--- config.mk ---
export PLATFORM = sky130hd
export DESIGN_NAME = gpioemu_host_seq
export DESIGN_NICKNAME = d
export VERILOG_FILES = /design/src/rtl/gpioemu_host_seq.sv
export SDC_FILE = /design/constraint.sdc
export NUM_CORES = 1
export LEC_CHECK = 0
export ABC_AREA = 1
export BUFFER_PORTS_ARGS = -buffer_cell sky130_fd_sc_hd__buf_2
export CAP_MARGIN = 15
export CORE_UTILIZATION = 32
export DETAILED_ROUTE_END_ITERATION = 10
export GPL_TIMING_DRIVEN = 0
export SLEW_MARGIN = 10
export SYNTH_ARGS = -nofsm -noshare
export SYNTH_HDL_FRONTEND = slang
export SYNTH_SLANG_ARGS = --single-unit
--- constraint.sdc ---
create_clock -name clk -period 2.77 [get_ports clk]
set_clock_uncertainty 0.1 [all_clocks]
set_input_delay 0 -clock clk [delete_from_list [all_inputs] [get_ports clk]]
set_output_delay 0 -clock clk [all_outputs]
set_load 0.01 [all_outputs]
--- src/rtl/gpioemu_host_seq.sv ---
// gpioemu_host_seq
// ----------------
// Host-side bus initiator for the gpioemu multiplier/popcount peripheral.
// It takes one job (A1, A2), writes both operands and the control register,
// polls status until it reads 2'b11 or gives up after POLL_MAX polls, then
// reads the product W and the ones count L and returns them on a result
// handshake.
//
// Every bus access has three phases:
//   SETUP  : 1 cycle, address/data valid, strobes low
//   STROBE : STROBE_CYC cycles, exactly one of srd/swr high
//   HOLD   : 1 cycle, strobes low, address held; read data captured here
//
// Ports:
//   clk, n_reset            clock, asynchronous active-low reset
//   job_valid/job_ready     job handshake, job_a1/job_a2 operands (24 bit)
//   res_valid/res_ready     result handshake
//   res_w, res_ones         product bits [31:0] and ones count
//   res_status              last polled status [1:0]
//   res_timeout             job gave up after POLL_MAX polls
//   saddress, srd, swr      peripheral address and strobes
//   sdata_out, sdata_in     peripheral write / read data
//   busy                    high whenever the sequencer is not idle
//   job_count               jobs completed without timeout (wraps)
//   dbg_state               {phase, state} for observation
//
// Handshakes: a transfer happens on a rising edge where valid && ready are
// both high. job_ready is high only in IDLE, so a job is taken in IDLE and
// the sequencer leaves IDLE on that same edge. res_valid stays high, with
// res_* held stable, until the edge where res_ready is also high; the next
// job can only be accepted after that edge.

module gpioemu_host_seq #(
    parameter int STROBE_CYC = 2,
    parameter int POLL_GAP   = 4,
    parameter int POLL_MAX   = 64
) (
    input  logic        clk,
    input  logic        n_reset,
    input  logic        job_valid,
    output logic        job_ready,
    input  logic [23:0] job_a1,
    input  logic [23:0] job_a2,
    output logic        res_valid,
    input  logic        res_ready,
    output logic [31:0] res_w,
    output logic [23:0] res_ones,
    output logic [1:0]  res_status,
    output logic        res_timeout,
    output logic [15:0] saddress,
    output logic        srd,
    output logic        swr,
    output logic [31:0] sdata_out,
    input  logic [31:0] sdata_in,
    output logic        busy,
    output logic [15:0] job_count,
    output logic [5:0]  dbg_state
);

    localparam logic [15:0] ADDR_A1   = 16'h0380;
    localparam logic [15:0] ADDR_A2   = 16'h0388;
    localparam logic [15:0] ADDR_W    = 16'h0390;
    localparam logic [15:0] ADDR_L    = 16'h0398;
    localparam logic [15:0] ADDR_CTRL = 16'h03A0;

    localparam int SCW = $clog2(STROBE_CYC + 1);
    localparam int GW  = $clog2(POLL_GAP + 2);
    localparam int PW  = $clog2(POLL_MAX + 1);

    typedef enum logic [3:0] {
        S_IDLE,
        S_WR_A1,
        S_WR_A2,
        S_WR_CTRL,
        S_POLL,
        S_GAP,
        S_RD_W,
        S_RD_L,
        S_RESP
    } state_t;

    typedef enum logic [1:0] {
        PH_SETUP,
        PH_STROBE,
        PH_HOLD
    } phase_t;

    state_t          state;
    phase_t          phase;
    logic [SCW-1:0]  stb_cnt;
    logic [GW-1:0]   gap_cnt;
    logic [PW-1:0]   poll_cnt;
    // A1 goes straight onto sdata_out at accept, so only A2 needs holding.
    logic [23:0]     a2_q;
    logic            is_read;

    assign is_read   = (state == S_POLL) || (state == S_RD_W) || (state == S_RD_L);
    assign job_ready = (state == S_IDLE);
    assign busy      = (state != S_IDLE);
    assign res_valid = (state == S_RESP);
    assign dbg_state = {phase, state};

    always_ff @(posedge clk or negedge n_reset) begin
        if (!n_reset) begin
            state       <= S_IDLE;
            phase       <= PH_SETUP;
            stb_cnt     <= '0;
            gap_cnt     <= '0;
            poll_cnt    <= '0;
            a2_q        <= '0;
            saddress    <= '0;
            sdata_out   <= '0;
            srd         <= 1'b0;
            swr         <= 1'b0;
            res_w       <= '0;
            res_ones    <= '0;
            res_status  <= '0;
            res_timeout <= 1'b0;
            job_count   <= '0;
        end else begin
            case (state)
                S_IDLE: begin
                    if (job_valid) begin
                        a2_q        <= job_a2;
                        poll_cnt    <= '0;
                        res_w       <= '0;
                        res_ones    <= '0;
                        res_status  <= '0;
                        res_timeout <= 1'b0;
                        state       <= S_WR_A1;
                        phase       <= PH_SETUP;
                        saddress    <= ADDR_A1;
                        sdata_out   <= {8'h00, job_a1};
                    end
                end

                // Idle spacing between status polls; address stays on CTRL.
                S_GAP: begin
                    if (gap_cnt == GW'(POLL_GAP)) begin
                        state <= S_POLL;
                        phase <= PH_SETUP;
                    end else begin
                        gap_cnt <= gap_cnt + 1'b1;
                    end
                end

                S_RESP: begin
                    if (res_ready) begin
                        state <= S_IDLE;
                        if (!res_timeout) begin
                            job_count <= job_count + 16'd1;
                        end
                    end
                end

                // All remaining states are bus accesses sharing one phase engine.
                default: begin
                    case (phase)
                        PH_SETUP: begin
                            phase   <= PH_STROBE;
                            stb_cnt <= '0;
                            if (is_read) begin
                                srd <= 1'b1;
                            end else begin
                                swr <= 1'b1;
                            end
                        end

                        PH_STROBE: begin
                            if (stb_cnt == SCW'(STROBE_CYC - 1)) begin
                                phase <= PH_HOLD;
                                srd   <= 1'b0;
                                swr   <= 1'b0;
                            end else begin
                                stb_cnt <= stb_cnt + 1'b1;
                            end
                        end

                        PH_HOLD: begin
                            phase <= PH_SETUP;
                            case (state)
                                S_WR_A1: begin
                                    state     <= S_WR_A2;
                                    saddress  <= ADDR_A2;
                                    sdata_out <= {8'h00, a2_q};
                                end
                                S_WR_A2: begin
                                    state     <= S_WR_CTRL;
                                    saddress  <= ADDR_CTRL;
                                    sdata_out <= '0;
                                end
                                S_WR_CTRL: begin
                                    state     <= S_POLL;
                                    saddress  <= ADDR_CTRL;
                                    sdata_out <= '0;
                                end
                                S_POLL: begin
                                    res_status <= sdata_in[1:0];
                                    if (sdata_in[1:0] == 2'b11) begin
                                        state    <= S_RD_W;
                                        saddress <= ADDR_W;
                                    end else if (poll_cnt == PW'(POLL_MAX - 1)) begin
                                        // Last allowed poll still not done: abort
                                        // without touching W or L.
                                        poll_cnt    <= poll_cnt + 1'b1;
                                        state       <= S_RESP;
                                        res_timeout <= 1'b1;
                                        res_w       <= '0;
                                        res_ones    <= '0;
                                    end else begin
                                        poll_cnt <= poll_cnt + 1'b1;
                                        if (POLL_GAP == 0) begin
                                            state <= S_POLL;
                                        end else begin
                                            state   <= S_GAP;
                                            gap_cnt <= GW'(1);
                                        end
                                    end
                                end
                                S_RD_W: begin
                                    res_w    <= sdata_in;
                                    state    <= S_RD_L;
                                    saddress <= ADDR_L;
                                end
                                S_RD_L: begin
                                    res_ones <= sdata_in[23:0];
                                    state    <= S_RESP;
                                end
                                default: begin
                                    state <= S_IDLE;
                                end
                            endcase
                        end

                        default: begin
                            phase <= PH_SETUP;
                        end
                    endcase
                end
            endcase
        end
    end

endmodule

==> impl_metrics.csv <==
group,metric,value,unit
synth,synthFlopType,"dfrtp_1",
sta,maxSlewViolCount,0,
synth,syn_area_per_cell,7.643,um2
synth,synth_seq_area_share,47.94,%
sta,finalWorstSetupSlack,567.8,ps
sta,relSlewSlack,54.60,%
outcome,violations,"negative hold slack",
synth,synth_edf_count,0,
cells_and_area,fillers,2332,
floorplan,die_w,156.9,um
sta,post-route-period-util,79.50,%
floorplan,coreArea,23470,um2
place,gp_congestion,0.8411,
clock_tree,cts_buffer_depth,2,
power,p_leak,0.006006,uW
route,via_per_inst,4.500,
synth,synthXorXnorAreaFrac,1.141,%
synth,asyncSetResetFlopFracSynth,100.0,%
cells_and_area,drive_gt1_share,24.29,%
cells_and_area,antenna_cells,0,
route,drt_iter0_markers,287,
synth,yosys_warnings,0,
global_routing,grt_use_total,18.70,%
flow_run,max_cap_violations,0,
floorplan,io_pins,218,
outcome,status,"finished, violations left",
sta,worst_pin_slew,678.5,ps
critical_path,crit_slowest_cell,"dfrtp_1",
synth,synth_area,7674,um2
cells_and_area,mostFrequentLayoutCell,"nand2_1",
route,ant_nets,0,
worst_hold_path,hp-class,"in2async",
critical_path,end_kind,"output port",
route,wirelength,22.56,mm
route,wl_per_cell,13.61,um
sta,fin_crit,2202,ps
floorplan,start_util,32.69,%
critical_path,r2r_setup_slack,610,ps
sta,hold_ws,-3.985,ps
place,place_ws,683.0,ps
critical_path,worstReg2RegStart,"state[1]",
cells_and_area,post-route-util,45.17,%
critical_path,crit_fanout,10,
sta,setup_viol,0,
clock_tree,cts.reportedPaths.clkPinSlew,70,ps
cells_and_area,syn2layout_area_growth,38.17,%
global_routing,antenna_found_initial,0,
critical_path,path_class,"reg2out",
clock_tree,insertion_delay,420,ps
sta,finalHoldViolCount,2,
place,portBuffers,199,
clock_tree,numClockSinks,147,
route,first_pass_iters,5,
global_routing,grt_max_degree,80,
power,power.density,971.5,nW/um2
synth,yosysTopAreaCell,"dfrtp_1",
sta,fmax,454.1,MHz
sta,rsz0062_at_grt,"no",
global_routing,grt.overflow.total,0,
synth,synth_top_family_by_area,"simple AND/OR/NAND/NOR gates",
floorplan,die_area,24600,um2
global_routing,grt_pass1_vias,7139,
floorplan,die_h,156.9,um
synth,synth_cells,1004,
critical_path,crit_required,2670,ps
synth,synth_compound_area_share,2.674,%
synth,netlist.area_leader.share,47.94,%
floorplan,core.rowCount,56,
route,vias,7456,
clock_tree,cts_buffers,17,
synth,synth-adder-area-share,0.8153,%
synth,synth-seq-cells,147,
synth,synth_simple_gate_area_share,38.71,%
critical_path,crit_chain,"buf_4 > nor2_8 > nand2_2 > buf_4 > inv_4 > buf_2 > buf_2",
critical_path,worstRegToRegCells,8,
clock_tree,cts_tree,"yes",
clock_tree,cts-root-buf,"clkbuf_16",
synth,synth_mux_area_share,0,%
clock_tree,cts-htree-levels,4,
critical_path,start_kind,"flop",
route,drc,0,
critical_path,r2r-end,"a2_q[1]",
cells_and_area,layout_common_cells,"nand2_1 (421), buf_2 (214), dfrtp_1 (147), dlygate4sd3_1 (85), nor2_1 (84)",
critical_path,worstPathArrival,2100,ps
power,irDropWorstVdd,390.3,uV
critical_path,max_stage_delay,390,ps
global_routing,grt_first_pass_wirelength,36.10,mm
synth,synth_area_leaders,"dfrtp_1 (48%), nand2_1 (21%), nand3_1 (5.4%), nor2_1 (4.1%), inv_1 (2.8%)",
cells_and_area,fin_nets,1414,
place,place_hpwl,16.05,mm
synth,ys_types,32,
==> metrics by stage <==
stage	power, uW	hold slack, ps	std cells	setup TNS [ps]	cell area, um2
5_1_grt	11140	31.23	1657	0	10600
4_1_cts	10400	6.412	1657	0	10600
3_5_place_dp	7956	-104.3	1540	0	9170
2_1_floorplan	6374	-395.6	1021	0	7737
6_report	10300	-3.985	1657	0	10600
3_3_place_gp	7879	104.3	1539	-102630	9133
==> cell families (layout without fill, tap and decap cells) <==
family / after synthesis / in the layout
buffers and inverters: 130 / 447
XOR/XNOR: 10 / 10
other: 1 / 18
adder cells (fa/ha/maj): 5 / 5
flip-flops: 147 / 147
AO/OA/AOI/OAI: 41 / 41
AND/OR/NAND/NOR: 670 / 670
==> report_power, final <==
group | switching [uW] | internal [uW]
logic | 3110 | 1620
clock network | 1010 | 1290
registers | 446 | 2820
==> how the worst max path moves through the flow <==
stage,start,to,cells past startpoint,slack [ps]
after floorplan,state[1],sdata_out[11],9,1040
after global placement,n_reset,a2_q[10],1,-710
after detailed placement,state[1],sdata_out[18],9,680
after CTS,state[1],job_ready,7,550
after global routing,state[1],job_ready,7,460
final,state[1],job_ready,7,570
==> synth_stat cells (2+ instances only) <==
cell,number
nand3_1,83
nand4_1,34
nor3_1,2
nand3_4,2
a21oi_1,3
o21ai_1,5
buf_2,16
nand3b_1,9
inv_2,5
or2_2,2
buf_4,28
inv_4,3
nor2_1,84
nand2_1,421
nor2_2,7
nor2_4,7
clkbuf_1,12
nor2_8,3
inv_1,58
xor2_1,9
ha_1,5
o21ai_0,33
nand2_4,7
clkinv_1,2
nand2_2,6
buf_6,6
dfrtp_1,147
==> layout make-up <==
type | count | area (um2) | share of cell area, %
Sequential cell | 147 | 3679 | 34.69
Clock inverter | 14 | 142.6 | 1.345
Tap cell | 319 | 399.1 | 3.764
Inverter | 68 | 262.8 | 2.478
Multi-Input combinational cell | 744 | 3393 | 32.00
Timing Repair Buffer | 285 | 1884 | 17.77
Buffer | 62 | 402.9 | 3.800
Clock buffer | 18 | 439.2 | 4.142
==> timing repair <==
item | in CTS | in global routing
gates resized for setup | 0 | 0
buffers inserted | 0 | 0
setup endpoints to repair | 0 | 0
hold buffers | 85 | 0
endpoints found under the hold margin | 253 | 0
==> state kept, by name, summed over array words and instances (netlist names), 3 cells and up <==
name and cells:
res_w 32, a2_q 24, res_ones 24, sdata_out 24
job_count 16, poll_cnt 7, saddress 4, state 4
gap_cnt 3
==> critical path: cells and delay by family, from the launching register on <==
family,cells,cell delay (ps)
simple gates,2,300
flops,1,390
buf+inv,5,990
==> routing by layer <==
layer	part of all wire, %	vias up	track usage, %	routed length, um
met5	0	-	0	0
met4	1.3	0	5.696	285
met3	5.4	20	3.545	1212
met2	47	217	30.54	10510
met1	47	3461	24.94	10550
li1	-	3758	-	-
Power figures use the tool's default switching activity.
